==> config.mk <==
export PLATFORM = sky130hd
export DESIGN_NAME = div_rep_sub_flat
export DESIGN_NICKNAME = d
export VERILOG_FILES = /design/src/rtl/div_pkg.sv /design/src/rtl/div_rep_sub_if.sv /design/src/rtl/div_datapath.sv /design/src/rtl/div_rep_sub.sv /design/src/flat_wrapper.sv
export SDC_FILE = /design/constraint.sdc
export NUM_CORES = 1
export LEC_CHECK = 0
export ABC_AREA = 1
export CORE_ASPECT_RATIO = 1.75
export CORE_UTILIZATION = 49
export CTS_CLUSTER_DIAMETER = 120
export CTS_CLUSTER_SIZE = 14
export DETAILED_ROUTE_END_ITERATION = 7
export PLACE_DENSITY = 0.77
export SYNTH_ARGS = -nofsm -noshare
export SYNTH_HDL_FRONTEND = slang
export SYNTH_HIERARCHICAL = 1
export SYNTH_SLANG_ARGS = --single-unit
==> constraint.sdc <==
create_clock -name clk -period 2.62 [get_ports clk]
set_clock_uncertainty 0.05 [all_clocks]
set_input_delay 0.786 -clock clk [delete_from_list [all_inputs] [get_ports clk]]
set_output_delay 0.786 -clock clk [all_outputs]
set_load 0.01 [all_outputs]
==> src/rtl/div_pkg.sv <==
// Shared types and constants for the repeated-subtraction divider.
package div_pkg;

  localparam int unsigned WIDTH_DEF = 16;
  localparam logic [WIDTH_DEF-1:0] ALL_ONES = '1;

  typedef enum logic [1:0] {
    IDLE,
    LOAD_B,
    SUB,
    DONE
  } state_t;

endpackage

==> src/rtl/div_rep_sub_if.sv <==
// Operand/result bundle of the divider; master issues requests, slave is the divider.
interface div_rep_sub_if
  import div_pkg::*;
#(
  parameter int unsigned WIDTH = WIDTH_DEF
);

  logic             start;
  logic [WIDTH-1:0] data_in;
  logic             busy;
  logic             done;
  logic [WIDTH-1:0] quotient;
  logic [WIDTH-1:0] remainder;
  logic             div_by_zero;

  modport master (
    output start, data_in,
    input  busy, done, quotient, remainder, div_by_zero
  );

  modport slave (
    input  start, data_in,
    output busy, done, quotient, remainder, div_by_zero
  );

endinterface

==> src/rtl/div_datapath.sv <==
// R/D/Q registers of the divider with subtract/increment step, R>=D compare and Q saturation flag.
module div_datapath
  import div_pkg::*;
#(
  parameter int unsigned WIDTH = WIDTH_DEF
) (
  input  logic             clk,
  input  logic             rst_n,
  input  logic [WIDTH-1:0] data_in,
  input  logic             load_a,
  input  logic             load_b,
  input  logic             sat_load,
  input  logic             step,
  output logic             r_ge_d_c,
  output logic             q_sat_c,
  output logic [WIDTH-1:0] quotient,
  output logic [WIDTH-1:0] remainder
);

  logic [WIDTH-1:0] r_q;
  logic [WIDTH-1:0] d_q;
  logic [WIDTH-1:0] q_q;

  // sat_load only fires together with load_b and must win over the Q clear
  always_ff @(posedge clk) begin
    if (!rst_n) begin
      r_q <= '0;
      d_q <= '0;
      q_q <= '0;
    end else begin
      if (load_a) begin
        r_q <= data_in;
      end
      if (load_b) begin
        d_q <= data_in;
        q_q <= '0;
      end
      if (sat_load) begin
        q_q <= '1;
      end
      if (step) begin
        r_q <= r_q - d_q;
        q_q <= q_q + WIDTH'(1);
      end
    end
  end

  assign r_ge_d_c  = (r_q >= d_q);
  assign q_sat_c   = &q_q;
  assign quotient  = q_q;
  assign remainder = r_q;

endmodule

==> src/rtl/div_rep_sub.sv <==
// Sequential unsigned divider by repeated subtraction; controller FSM around div_datapath.
// Optional zero-divisor early exit enabled by defining DIV_ZERO_CHECK_EN.
module div_rep_sub
  import div_pkg::*;
#(
  parameter int unsigned WIDTH = WIDTH_DEF
) (
  input logic          clk,
  input logic          rst_n,
  div_rep_sub_if.slave bus
);

  state_t state;
  logic   busy_q;
  logic   done_q;
  logic   dbz_q;

  logic load_a_c;
  logic load_b_c;
  logic zero_c;
  logic step_c;
  logic r_ge_d_c;
  logic q_sat_c;

  assign load_a_c = (state == IDLE) && bus.start;
  assign load_b_c = (state == LOAD_B);
`ifdef DIV_ZERO_CHECK_EN
  assign zero_c   = load_b_c && (bus.data_in == '0);
`else
  assign zero_c   = 1'b0;
`endif
  assign step_c   = (state == SUB) && r_ge_d_c && !q_sat_c;

  div_datapath #(
    .WIDTH (WIDTH)
  ) u_datapath (
    .clk       (clk),
    .rst_n     (rst_n),
    .data_in   (bus.data_in),
    .load_a    (load_a_c),
    .load_b    (load_b_c),
    .sat_load  (zero_c),
    .step      (step_c),
    .r_ge_d_c  (r_ge_d_c),
    .q_sat_c   (q_sat_c),
    .quotient  (bus.quotient),
    .remainder (bus.remainder)
  );

  // busy/done are registered from the state being entered, so they line up with it
  always_ff @(posedge clk) begin
    if (!rst_n) begin
      state  <= IDLE;
      busy_q <= 1'b0;
      done_q <= 1'b0;
      dbz_q  <= 1'b0;
    end else begin
      done_q <= 1'b0;
      case (state)
        IDLE: begin
          if (bus.start) begin
            state  <= LOAD_B;
            busy_q <= 1'b1;
            dbz_q  <= 1'b0;
          end
        end
        LOAD_B: begin
          if (zero_c) begin
            state  <= DONE;
            busy_q <= 1'b0;
            done_q <= 1'b1;
            dbz_q  <= 1'b1;
          end else begin
            state  <= SUB;
          end
        end
        SUB: begin
          if (!step_c) begin
            state  <= DONE;
            busy_q <= 1'b0;
            done_q <= 1'b1;
          end
        end
        DONE: begin
          state <= IDLE;
        end
        default: begin
          state  <= IDLE;
          busy_q <= 1'b0;
        end
      endcase
    end
  end

  assign bus.busy        = busy_q;
  assign bus.done        = done_q;
  assign bus.div_by_zero = dbz_q;

endmodule
==> src/flat_wrapper.sv <==
// flat-port wrapper written by rule: the top's interface ports become plain ports
module div_rep_sub_flat import div_pkg::*;
#(
  parameter int unsigned WIDTH = WIDTH_DEF
)
  (clk, rst_n, bus_start, bus_data_in, bus_busy, bus_done, bus_quotient, bus_remainder, bus_div_by_zero);
  div_rep_sub_if #(.WIDTH(WIDTH)) bus_i ();
  input logic clk;
  input logic rst_n;
  input wire logic [$bits(bus_i.start)-1:0] bus_start;
  input wire logic [$bits(bus_i.data_in)-1:0] bus_data_in;
  output wire logic [$bits(bus_i.busy)-1:0] bus_busy;
  output wire logic [$bits(bus_i.done)-1:0] bus_done;
  output wire logic [$bits(bus_i.quotient)-1:0] bus_quotient;
  output wire logic [$bits(bus_i.remainder)-1:0] bus_remainder;
  output wire logic [$bits(bus_i.div_by_zero)-1:0] bus_div_by_zero;
  assign bus_i.start = bus_start;
  assign bus_i.data_in = bus_data_in;
  assign bus_busy = bus_i.busy;
  assign bus_done = bus_i.done;
  assign bus_quotient = bus_i.quotient;
  assign bus_remainder = bus_i.remainder;
  assign bus_div_by_zero = bus_i.div_by_zero;
  div_rep_sub #(.WIDTH(WIDTH)) u_core (.clk(clk), .rst_n(rst_n), .bus(bus_i));
endmodule
After elaboration in Yosys (flattened, before gate mapping)
Index checks and enable logic that the tools add are counted.

storage, ports and cells
  bits in registers = 52
  output and inout bits = 35
  bits in writable memories = 0
  input bits = 19
  logic and storage cells = 37
  ROM bits = 0
  latch bits = 0
  memories kept = 0

cells by class
  $add $sub $neg = 2
  bitwise operators = 0
  multiply operators = 0
  order comparisons = 1
  equality and inequality tests = 5
  div/mod/pow operators = 0
  reductions and logical operators = 12
  shifts and indexed selects = 0
  multiplexer cells = 11

operators with widths
  cell                   count
  $mux 16                4
  $add 16x1->16 const B  1
  $ge 16x16->1           1
  $reduce_and 16->1      1
  $sub 16x16->16         1
  $pmux 2 s4             1
  $reduce_bool 2->1      3
  $eq 2x2->1 const B     2
  $mux 2                 2
  $ne 2x2->1 const B     2
  $reduce_and 2->1       2
  $logic_and 1x1->1      3
  $mux 1                 3
  $reduce_and 3->1       1
  $eq 2x1->1 const B     1
  $logic_not 2->1        1
  $pmux 1 s2             1
  $logic_not 1->1        1

Depth between registers and ports, before layout
Gate-level depths: netlist of the first run.

  word-level depth = 5
  gate-level depth with buffers = 19
  gate-level depth less buffers = 18

Modules after synthesis
The synthesis of the first run kept the hierarchy.

modules (own cells, without submodules)
  module        times used  area an instance (um^2)  cells each  sequential area each (um^2)
  div_datapath  1           3164.3                   498         960.9
  div_rep_sub   1           244.0                    35          80.1

Least setup slack after synthesis of the first run
No wires, ideal clock.

  kind = flip-flop to flip-flop
  start = register u_core.u_datapath.r_q[0], in the netlist u_core/u_datapath/remainder[0]
  end = register u_core.u_datapath.q_q[4], in the netlist u_core/u_datapath/quotient[4]
  data required time = 2.496 ns
  period minus slack after synthesis = 2.716 ns
  slack = -0.096 ns
  arrival = 2.592 ns
  library setup time = 0.074 ns
  path buffers = 2
  cell stages (with the launch flop) = 17
  cell sequence = dfxtp_1 > inv_1 > ha_1 > fa_1 > inv_1 > a21oi_1 > o21bai_1 > nand3_1 > o311ai_0 > nand3_2 > inv_1 > buf_2 > inv_1 > clkbuf_1 > a21oi_1 > o21ai_0 > a31oi_1

between the ends
  longest elaborated chain between the ends = 4
  elaborated cells between the ends (all ways) = 5
  classes of those cells = 1 x order compare; 1 x mux; 3 x reduce/logical

RTL lines
  item                                                 RTL line            RTL
  start: declaration                                   div_datapath.sv:20  logic [WIDTH-1:0] r_q;
  start signal: assignment                             div_datapath.sv:32  r_q <= data_in;
  start signal: assignment                             div_datapath.sv:42  r_q <= r_q - d_q;
  $ge 16x16->1 *                                       div_datapath.sv:48  assign r_ge_d_c = (r_q >= d_q);
  net u_core.r_ge_d_c                                  div_rep_sub.sv:22   logic r_ge_d_c;
  $logic_and 1x1->1 * (2 in series)                    div_rep_sub.sv:32   assign step_c = (state == SUB) && r_ge_d_c && !q_sat_c;
  net u_core.step_c                                    div_rep_sub.sv:21   logic step_c;
  $mux 16 / $reduce_bool 2->1 (equally long branches)  --
  end signal: assignment                               div_datapath.sv:43  q_q <= q_q + WIDTH'(1);
  end: declaration                                     div_datapath.sv:22  logic [WIDTH-1:0] q_q;

Mark *: on every way through the listed nets, which the timed path passes. The rest lies on a longest branch.
A chain may end at the register's enable or synchronous reset.

Worst setup path after layout of the first run
  start = register u_core.u_datapath.r_q[0], in the netlist u_core/u_datapath/remainder[0]
  end = register u_core.u_datapath.r_q[0], in the netlist u_core/u_datapath/remainder[0]

between the ends
  longest elaborated chain between the ends = 4
  elaborated cells between the ends (all ways) = 6
  classes of those cells = 1 x add/sub; 1 x order compare; 1 x mux; 3 x reduce/logical

RTL lines
  item                                                 RTL line
  $ge 16x16->1 *                                       div_datapath.sv:48
  net u_core.r_ge_d_c                                  div_rep_sub.sv:22
  $logic_and 1x1->1 * (2 in series)                    div_rep_sub.sv:32
  net u_core.step_c                                    div_rep_sub.sv:21
  $mux 16 / $reduce_bool 2->1 (equally long branches)  --

Marked as above.

==> results of run 1 <==
[cell families (layout without fill, tap and decap cells)]
| group | Yosys count | after routing | share of synthesized area (%) |
|---|---|---|---|
| AND/OR/NAND/NOR | 226 | 226 | 29.1 |
| adder cells (fa/ha/maj) | 21 | 21 | 7.93 |
| AO/OA/AOI/OAI | 112 | 112 | 17.6 |
| flip-flops | 52 | 52 | 30.5 |
| other | 1 | 2 | 0.110 |
| XOR/XNOR | 8 | 8 | 2.06 |
| buffers and inverters | 113 | 184 | 12.7 |
[sequential cells by signal, summed over array words and instances (netlist names)]
signal / flops
u_core/u_datapath/d_q: 16
u_core/u_datapath/remainder: 16
u_core/bus.done: 1
u_core/u_datapath/quotient: 16
u_core/bus.busy: 1
u_core/state: 2
[where the power goes]
group | total, mW | switching (mW) | leakage (nW) | internal (mW)
registers | 1.30 | 0.225 | 0.431 | 1.08
logic | 4.44 | 2.60 | 1.56 | 1.84
clock network | 0.678 | 0.295 | 0.0712 | 0.382
[metal layers]
layer | track usage, % | routed length [um] | vias to the layer above
met3 | 4.17 | 344 | 20
li1 | - | - | 1845
met1 | 27.8 | 3690 | 1659
met5 | 0 | 0 | -
met4 | 10.1 | 260 | 0
met2 | 49.0 | 5190 | 83
[area by class of cell]
cell class,instances,area share (%)
Sequential cell,52,23.6
Inverter,99,8.47
Tap cell,82,2.32
Multi-Input combinational cell,369,46.1
Timing Repair Buffer,77,16.2
Clock buffer,8,3.31
[timing repair]
item / in CTS / in global routing
cloned: 0 / 0
gates resized for setup: 1 / 22
pin swaps: 0 / 6
setup buffers: 0 / 6
setup endpoints to repair: 9 / 26
hold buffers: 0 / 0
[stage by stage]
| stage | power [mW] | TNS, ns | hold slack [ns] | instance area, um^2 |
|---|---|---|---|---|
| floorplan | 4.00 | 0 | 0.383 | 3420 |
| global placement | 5.18 | 0 | 0.387 | 4120 |
| detailed placement | 5.25 | 0 | 0.395 | 4120 |
| CTS | 5.96 | 0 | 0.405 | 4260 |
| global route | 7.01 | -0.885 | 0.430 | 4420 |
| finish | 6.41 | 0 | 0.403 | 4420 |
[worst paths after layout]
check | from | to | slack, ns
worst min register to register | u_core/bus.busy | u_core/bus.busy | 0.40
worst max register to register | u_core/u_datapath/remainder[0] | u_core/u_datapath/remainder[0] | 0.04
worst min-delay path | u_core/bus.busy | u_core/bus.busy | 0.40
worst max-delay path | u_core/u_datapath/remainder[0] | u_core/u_datapath/remainder[0] | 0.04
[tightest hold or removal path, stage by stage, from the launching register on]
cell and delay, ns:
dfxtp_1 0.31, inv_1 0.05, a21oi_1 0.05
[layout by cell type (no fill, tap or decap), types with 2 or more instances in the layout]
cell type | Yosys | layout
nand2_2 | 3 | 4
o21ai_1 | 2 | 3
ha_4 | 0 | 4
a31oi_1 | 9 | 9
inv_1 | 92 | 89
ha_1 | 20 | 15
nor2_1 | 18 | 18
nand3_1 | 31 | 31
clkbuf_1 | 8 | 2
clkbuf_16 | 0 | 5
a21oi_2 | 1 | 6
clkinv_1 | 3 | 3
nand4_1 | 5 | 5
nand3b_1 | 2 | 2
o221ai_1 | 4 | 4
dfxtp_1 | 52 | 51
nor2_2 | 4 | 3
nor2_4 | 3 | 4
xnor2_1 | 3 | 3
nand2_1 | 148 | 147
buf_4 | 1 | 23
clkdlybuf4s50_1 | 0 | 52
inv_2 | 4 | 6
a21oi_1 | 61 | 56
xor2_1 | 5 | 5
conb_1 | 1 | 2
nor3_1 | 8 | 8
nand3_2 | 2 | 2
buf_6 | 0 | 2
o21ai_0 | 32 | 31
==> results.json, run 1 <==
{
  "worst_slew_pin_slew_ns": 0.511,
  "timing.final.crit_share_pct": 98.6,
  "finalNonFillerCells": 687,
  "synth_edf_count": 0,
  "dp.cells": 673,
  "antenna_cells": 0,
  "synthArstFlopShare_pct": 0,
  "vias": 3607,
  "viasPerCell": 5.25,
  "drtAntennaViolNets": 0,
  "critPathArrivalTime_ns": 2.72,
  "die_h_um": 112,
  "slowest_stage": "fa_2",
  "regArea_um2": 1040,
  "synth_flop_cell": "dfxtp_1",
  "numPortBuffers": 52,
  "final_nets": 644,
  "grt_pass1_wl_mm": 14.8,
  "grt_max_degree": 32,
  "finish.utilization_pct": 66.6,
  "rows": 39,
  "gp_congestion": 0.932,
  "holdPathStages": 2,
  "grt_overflow": 0,
  "fillers": 641,
  "critical_path.top_delay_family": "buffers and inverters",
  "clk_pin_slew_ns": 0.07,
  "crit_fanout": 6,
  "crit_chain": "inv_1, ha_2, fa_2, inv_2, a21oi_1, o21bai_1, nand3_1, o311ai_4, nand3_2, inv_4, buf_4, nor2_1, buf_4, nand2_1, o221ai_1, nand2_1, inv_1",
  "hp-class": "reg -> reg",
  "setup_slack_ns": 0.0376,
  "max_stage_delay_ns": 0.34,
  "slew_viol_final": 0,
  "hold_viol": 0,
  "crit_type": "reg -> reg",
  "dieWidth_um": 65.0,
  "status": "completed",
  "max_slew_margin_pct": 65.7,
  "synthMostInstantiatedCell": "nand2_1",
  "synth_cells": 533,
  "yosysTopAreaCell": "dfxtp_1",
  "multi_input_area_um2": 2040,
  "worstSetupEndpointType": "register",
  "power.density_nw_per_um2": 1450,
  "period_needed_ns": 2.58,
  "cts_tree": "done",
  "path_depth": 17,
  "drc": 0,
  "start_util_pct": 51.4,
  "synth_area_leaders": "dfxtp_1, nand2_1, inv_1, a21oi_1, ha_1",
  "layout-area-overhead-vs-synth_pct": 29.7,
  "ir_drop_uv": 711,
  "cts.path.max_buffers": 2,
  "yosysSeqAreaShare_pct": 30.5,
  "grt_pass1_vias": 3325,
  "clk_latency_ns": 0.29,
  "r2r_cells": 17,
  "dieArea_um2": 7310,
  "cp-start-kind": "register",
  "drv_cap": 0,
  "synth_top_area_share_pct": 30.5,
  "setup_viol": 0,
  "wire_per_inst_um": 13.8,
  "syn_area_um2": 3410,
  "antenna_found_initial": 0,
  "htree_levels": 2,
  "fmax_mhz": 387,
  "synth_cell_types": 34,
  "grt_usage_pct": 26.0,
  "synth_seq_cells": 52,
  "crit_required_ns": 2.76,
  "clock-sinks": 52,
  "post-dp-hpwl_mm": 6.85,
  "drtPass1Iterations": 4,
  "io_pins": 54,
  "core_area_um2": 6640,
  "leakagePower_nw": 2.06,
  "dp_slack_ns": 0.000204,
  "numCtsBuffers": 5,
  "wl_mm": 9.48,
  "drtIter0Drc": 191,
  "yosys_warnings": 6,
  "cts_root_buf": "clkbuf_16",
  "drive_gt1_share_pct": 11.1,
  "ys_top_cells_by_count": "nand2_1, inv_1, a21oi_1",
  "synth.avg_cell_area_um2": 6.39,
  "critPathBufInv": 6
}
Note: power is estimated with default switching activity, not from simulation.
==> inputs of run 2 (changes only) <==
--- a/config.mk
+++ b/config.mk
@@ -5,7 +5,7 @@
 export SDC_FILE = /design/constraint.sdc
 export NUM_CORES = 1
 export LEC_CHECK = 0
-export ABC_AREA = 1
+export ABC_AREA = 0
 export CORE_ASPECT_RATIO = 1.75
 export CORE_UTILIZATION = 49
 export CTS_CLUSTER_DIAMETER = 120
==> run 2 against run 1 <==
Effect of this change:
- the run now ends with setup timing left
- worst hold slack improved by 0.032 ns
- sequential cell count did not move
- non-clock buffer count rose by 71
- via count rose by 5.0%
- first-iteration DRC count rose by 44%
- worst setup slack got worse by 0.35 ns
- global-route usage rose by 4.3 points
- utilization rose by 10 points
- critical endpoint is now u_core/u_datapath/quotient[8]
- largest power group unchanged
==> results.json, run 2 <==
{
  "status": "finished, violations left",
  "violations": "setup timing",
  "critPathBufInv": 3,
  "synth_cell_types": 63,
  "grt_pass1_wl_mm": 17.2,
  "drv_cap": 0,
  "numPortBuffers": 52,
  "htree_levels": 2,
  "layout-area-overhead-vs-synth_pct": 49.5,
  "power.density_nw_per_um2": 1320,
  "critPathArrivalTime_ns": 3.11,
  "fmax_mhz": 341,
  "io_pins": 54,
  "setup_slack_ns": -0.310,
  "worstSetupEndpointType": "register",
  "r2r_cells": 15,
  "synth_edf_count": 0,
  "antenna_cells": 0,
  "rrSetupSlack_ns": -0.31,
  "die_h_um": 112,
  "leakagePower_nw": 2.11,
  "max_stage_delay_ns": 0.39,
  "crit_required_ns": 2.80,
  "hold_buffers": 0,
  "cts_tree": "done",
  "ir_drop_uv": 856,
  "worst_slew_pin_slew_ns": 1.09,
  "cts_root_buf": "clkbuf_16",
  "period_needed_ns": 2.93,
  "final_cell_mix": "buf_4, clkdlybuf4s50_1, dfxtp_1, nor2_1, nand2_1",
  "synth_top_area_share_pct": 30.7,
  "clk_latency_ns": 0.30,
  "hold_viol": 0,
  "r2r_end": "u_core/u_datapath/quotient[8]",
  "reg2reg_from": "u_core/u_datapath/remainder[0]",
  "syn_area_um2": 3390,
  "synth_area_leaders": "dfxtp_1, ha_1, mux2i_1, nor2_1, a21oi_1",
  "holdPathStages": 2,
  "hp-class": "reg -> reg",
  "timing.final.crit_share_pct": 112,
  "critical_path.top_delay_family": "simple AND/OR/NAND/NOR gates",
  "regArea_um2": 1040,
  "drtAntennaViolNets": 0,
  "cp-start-kind": "register",
  "drtIter0Drc": 275,
  "clock-sinks": 52,
  "finish.utilization_pct": 76.9,
  "multi_input_area_um2": 2330,
  "gp_congestion": 0.914,
  "start_util_pct": 51.4,
  "slew_viol_final": 0,
  "synthMostInstantiatedCell": "dfxtp_1",
  "grt_pass1_vias": 3899,
  "viasPerCell": 5.96,
  "holdCritStartpoint": "u_core/state[1]",
  "slowest_stage": "or3_4",
  "grt_usage_pct": 30.3,
  "rows": 39,
  "vias": 3786,
  "clk_pin_slew_ns": 0.07,
  "synth_cells": 420,
  "crit_fanout": 4,
  "yosysSeqAreaShare_pct": 30.7,
  "grt_overflow": 0,
  "synth_flop_cell": "dfxtp_1",
  "synth.avg_cell_area_um2": 8.06,
  "ys_top_cells_by_count": "dfxtp_1, nor2_1, a21oi_1",
  "dieArea_um2": 7260,
  "core_area_um2": 6590,
  "synth_seq_cells": 52,
  "antenna_found_initial": 0,
  "post-dp-hpwl_mm": 7.26,
  "max_slew_margin_pct": 27.4,
  "drtPass1Iterations": 5,
  "layout_commonest_cell": "buf_4",
  "min_to": "u_core/state[1]",
  "crit_top_cell": "inv_2",
  "crit_type": "reg -> reg",
  "grt_max_degree": 23,
  "setup_viol": 30,
  "wl_mm": 11.1,
  "cts.path.max_buffers": 2,
  "drc": 0,
  "yosys_warnings": 6,
  "yosysTopAreaCell": "dfxtp_1",
  "fillers": 453,
  "wire_per_inst_um": 17.5,
  "numCtsBuffers": 5,
  "p_total_mw": 6.71,
  "drive_gt1_share_pct": 28.2,
  "rsz0062_at_grt": "yes",
  "dieWidth_um": 64.8,
  "crit_chain": "inv_2, ha_4, fa_2, nor2b_4, o2111ai_2, nand3b_1, nor4_2, o31ai_2, and3b_4, inv_2, or3_4, buf_4, nor3_4, a211oi_2, nor2_1",
  "final_nets": 592,
  "synthArstFlopShare_pct": 0
}
-- run 2: cell types whose count changed in the layout (fill, tap and decap cells not counted), moves of 10 or more --
cell	change
nand2_1	-119
buf_4	+64
inv_1	-64
a21oi_1	-29
nor2_1	+24
mux2i_1	+21
nand3_1	-21
o21ai_0	-17
a211oi_1	+10
-- run 2: cell type report --
cell class                 instances  share of cell area (%)
multi-input combinational        318                    46.1
inverter                          27                    2.00
tap                               82                    2.03
clock inverter                     3                   0.840
clock buffer                       5                    2.47
timing repair buffer             148                    25.9
sequential                        52                    20.6
-- run 2: how the worst max path moves through the flow --
stage	startpoint	to	slack (ns)	cells after the start
6_report	u_core/u_datapath/remainder[0]	u_core/u_datapath/quotient[8]	-0.31	15
5_1_grt	u_core/u_datapath/remainder[0]	u_core/u_datapath/quotient[10]	-0.43	14
4_1_cts	u_core/u_datapath/remainder[0]	u_core/u_datapath/quotient[10]	-0.29	14
3_5_place_dp	u_core/u_datapath/remainder[0]	u_core/u_datapath/quotient[10]	-0.34	14
3_3_place_gp	u_core/u_datapath/remainder[0]	u_core/u_datapath/quotient[10]	-0.22	14
2_1_floorplan	u_core/u_datapath/remainder[0]	u_core/u_datapath/quotient[10]	-0.31	15
-- run 2: cells by family (layout without fill, tap and decap cells) --
logic type | count (synthesis) | count (layout) | share of synthesized area (%)
AND/OR/NAND/NOR | 140 | 140 | 21.1
XOR/XNOR | 7 | 7 | 1.81
multiplexers | 30 | 30 | 9.20
flip-flops | 52 | 52 | 30.7
adder cells (fa/ha/maj) | 21 | 21 | 7.98
buffers and inverters | 52 | 183 | 6.10
other | 1 | 3 | 0.111
AO/OA/AOI/OAI | 117 | 117 | 23.0
-- run 2: metal layers --
| metal | part of all wire [%] | global-route usage [%] |
|---|---|---|
| met1 | 35 | 29.6 |
| met4 | 5.5 | 19.0 |
| met5 | 0 | 0 |
| met3 | 4.6 | 5.33 |
| met2 | 55 | 56.3 |
-- run 2: through the flow --
stage,TNS (ns),hold WS (ns),worst slack [ns],instance area (um^2),std cells
4_1_cts,-3.37,0.438,-0.295,4890,628
2_1_floorplan,-3.50,0.401,-0.309,3470,422
5_1_grt,-7.39,0.483,-0.431,5060,635
3_3_place_gp,-2.19,0.411,-0.223,4560,610
6_report,-3.86,0.436,-0.310,5060,635
3_5_place_dp,-4.69,0.428,-0.343,4560,610
-- run 2: timing repair --
item                                    4_1_cts  5_1_grt
pin swaps                                    16        8
endpoints found under the setup margin       29       34
gates cloned                                  0        1
resized for setup                            29       21
setup buffers                                10        9
-- run 2: tightest hold or removal path, stage by stage (launching register included) --
cell and delay [ns]:
dfxtp_1 0.33, nand2_1 0.06, mux2i_1 0.06
-- run 2: where the power goes --
part	switching [mW]	internal [mW]
Sequential	0.180	1.04
Combinational	2.39	2.34
Clock	0.311	0.450
Total	2.88	3.83
==> edit: new RTL, config.mk and constraints of run 2 <==
Change the package constant `WIDTH_DEF` from 16 to 20.
--- a/src/rtl/div_pkg.sv
+++ b/src/rtl/div_pkg.sv
@@ -1,7 +1,7 @@
 // Shared types and constants for the repeated-subtraction divider.
 package div_pkg;
 
-  localparam int unsigned WIDTH_DEF = 16;
+  localparam int unsigned WIDTH_DEF = 20;
   localparam logic [WIDTH_DEF-1:0] ALL_ONES = '1;
 
   typedef enum logic [1:0] {
Ports: changed (resized bus_data_in, bus_quotient and bus_remainder); port bits go from 54 to 66. No check against the original RTL was run, so the function may have changed too.
==> edit against run 2 <==
- the run still ends with negative setup slack left
- die area is 23% higher
- global-route usage is 0.19 points lower
- sequential share of layout area rose by 0.087 points
- total power rose by 29%
- synthesized area rose by 23%
- wire length increased by 22%
- sequential cell count rose by 12
- setup slack got worse by 0.059 ns
- final area grew 22%
- final cell count is 17% higher
- critical endpoint is now u_core/u_datapath/remainder[15]
- largest cell class unchanged
- largest power group unchanged
==> edit: results (changes against run 2) <==
[finish]
final_cells = 744  ; was 635
drive_above_1_share_pct = 24.39  ; was 28.21%

[clock_tree]
cts_resized = 38  ; was 29
post_cts_buffers = 5  ; was 10
cts.htree.levels = 3  ; was 2
numCtsBuffers = 9  ; was 5
clk_latency_ns = 0.34  ; was 0.30 ns
clk_pin_slew_ns = 0.05  ; was 0.07 ns

[yosys]
synth_cell_type_count = 65  ; was 63
synth_compound_area_share_pct = 22.85  ; was 23.01%
synthTopCellsByCount = dfxtp_1, nor2_1, a21oi_1  ; unchanged
synth-adder-area-share_pct = 7.676  ; was 7.979%
synth_xor_area_share_pct = 2.939  ; was 1.810%

[place]
port_buffers = 64  ; was 52
gp_congestion = 1.030  ; was 0.9141
pre_cts_slack_ns = -0.3544  ; was -0.3429 ns
placedCellCount = 714  ; was 610
dp_hpwl_mm = 9.295  ; was 7.261 mm

[detailed_routing]
routed_wl_mm = 13.59  ; was 11.10 mm
drt-initial-drc-count = 297  ; was 275

[power]
vdd_drop_max_mv = 0.8081  ; was 0.8557 mV
p_leak_nw = 2.559  ; was 2.108 nW

[worst_setup_path]
crit_fanout = 8  ; was 4
rrSetupSlack_ns = -0.37  ; was -0.31 ns
slowest_stage = fa_2  ; was or3_4
critPathMaxStageDelay_ns = 0.36  ; was 0.39 ns

[global_routing]
grt_pass1_vias = 4508  ; was 3899
grt_max_degree = 33  ; was 23
grt_util_all_layers_pct = 30.15  ; was 30.34%

[sta]
setup_viol = 42  ; was 30
worst_slack_ns = -0.3686  ; was -0.3097 ns

[status]
violations = negative setup slack  ; unchanged
status = finished with violations  ; unchanged

-- edit: changes by cell type after synthesis, moves of 6 or more --
cell / delta
dfxtp_1: +12
nand3_1: +10
mux2i_1: +10
nor2b_1: +6
inv_1: +12
a211oi_1: +6
a31oi_1: +6
a21oi_1: +11
nand2_1: -6
a21o_1: +7
xnor2_1: +6
-- edit: critical path: cells and delay by family, from the launching register on --
family / cells / cell delay [ns]
buffers and inverters: 2 / 0.12
AOI/OAI and AO/OA: 7 / 1.23
DFF: 1 / 0.32
and+or+nand+nor: 5 / 0.65
adders and majority gates: 2 / 0.50
-- edit: power groups by stage --
stage / sequential (mW) / combinational (mW) / clock (mW)
floorplan: 1.60 / 3.05 / 0
global placement: 1.49 / 5.00 / 0
detailed placement: 1.51 / 5.10 / 0
CTS: 1.49 / 5.49 / 1.29
global route: 1.53 / 6.30 / 1.33
finish: 1.50 / 5.87 / 1.29
-- edit: layout make-up --
cell class	instances	area, µm²
Clock buffer	13	250.2
Timing Repair Buffer	149	1430
Inverter	40	150.1
Tap cell	92	115.1
Clock inverter	3	65.06
Sequential cell	64	1282
Multi-Input combinational cell	383	2897
Fill cell	585	2068
-- edit: stage by stage --
stage	hold WS [ns]	setup TNS, ns	area [µm²]	util [%]	power (mW)
6_report	0.4355	-11.54	6190	74.95	8.655
4_1_cts	0.4419	-9.383	6001	72.67	8.276
3_5_place_dp	0.4352	-11.07	5434	65.80	6.604
5_1_grt	0.4562	-18.83	6190	74.95	9.166
2_1_floorplan	0.4015	-11.43	4320	-	4.643
3_3_place_gp	0.4112	-7.973	5434	65.80	6.494
-- edit: layer usage --
layer  global-route usage, %  share of wire (%)  up-vias
li1                        -                  -     2134
met5                       0                  0        -
met2                   60.20                 55      178
met4                   16.67                4.5        0
met1                   28.13                 36     2157
met3                   5.016                4.2       51
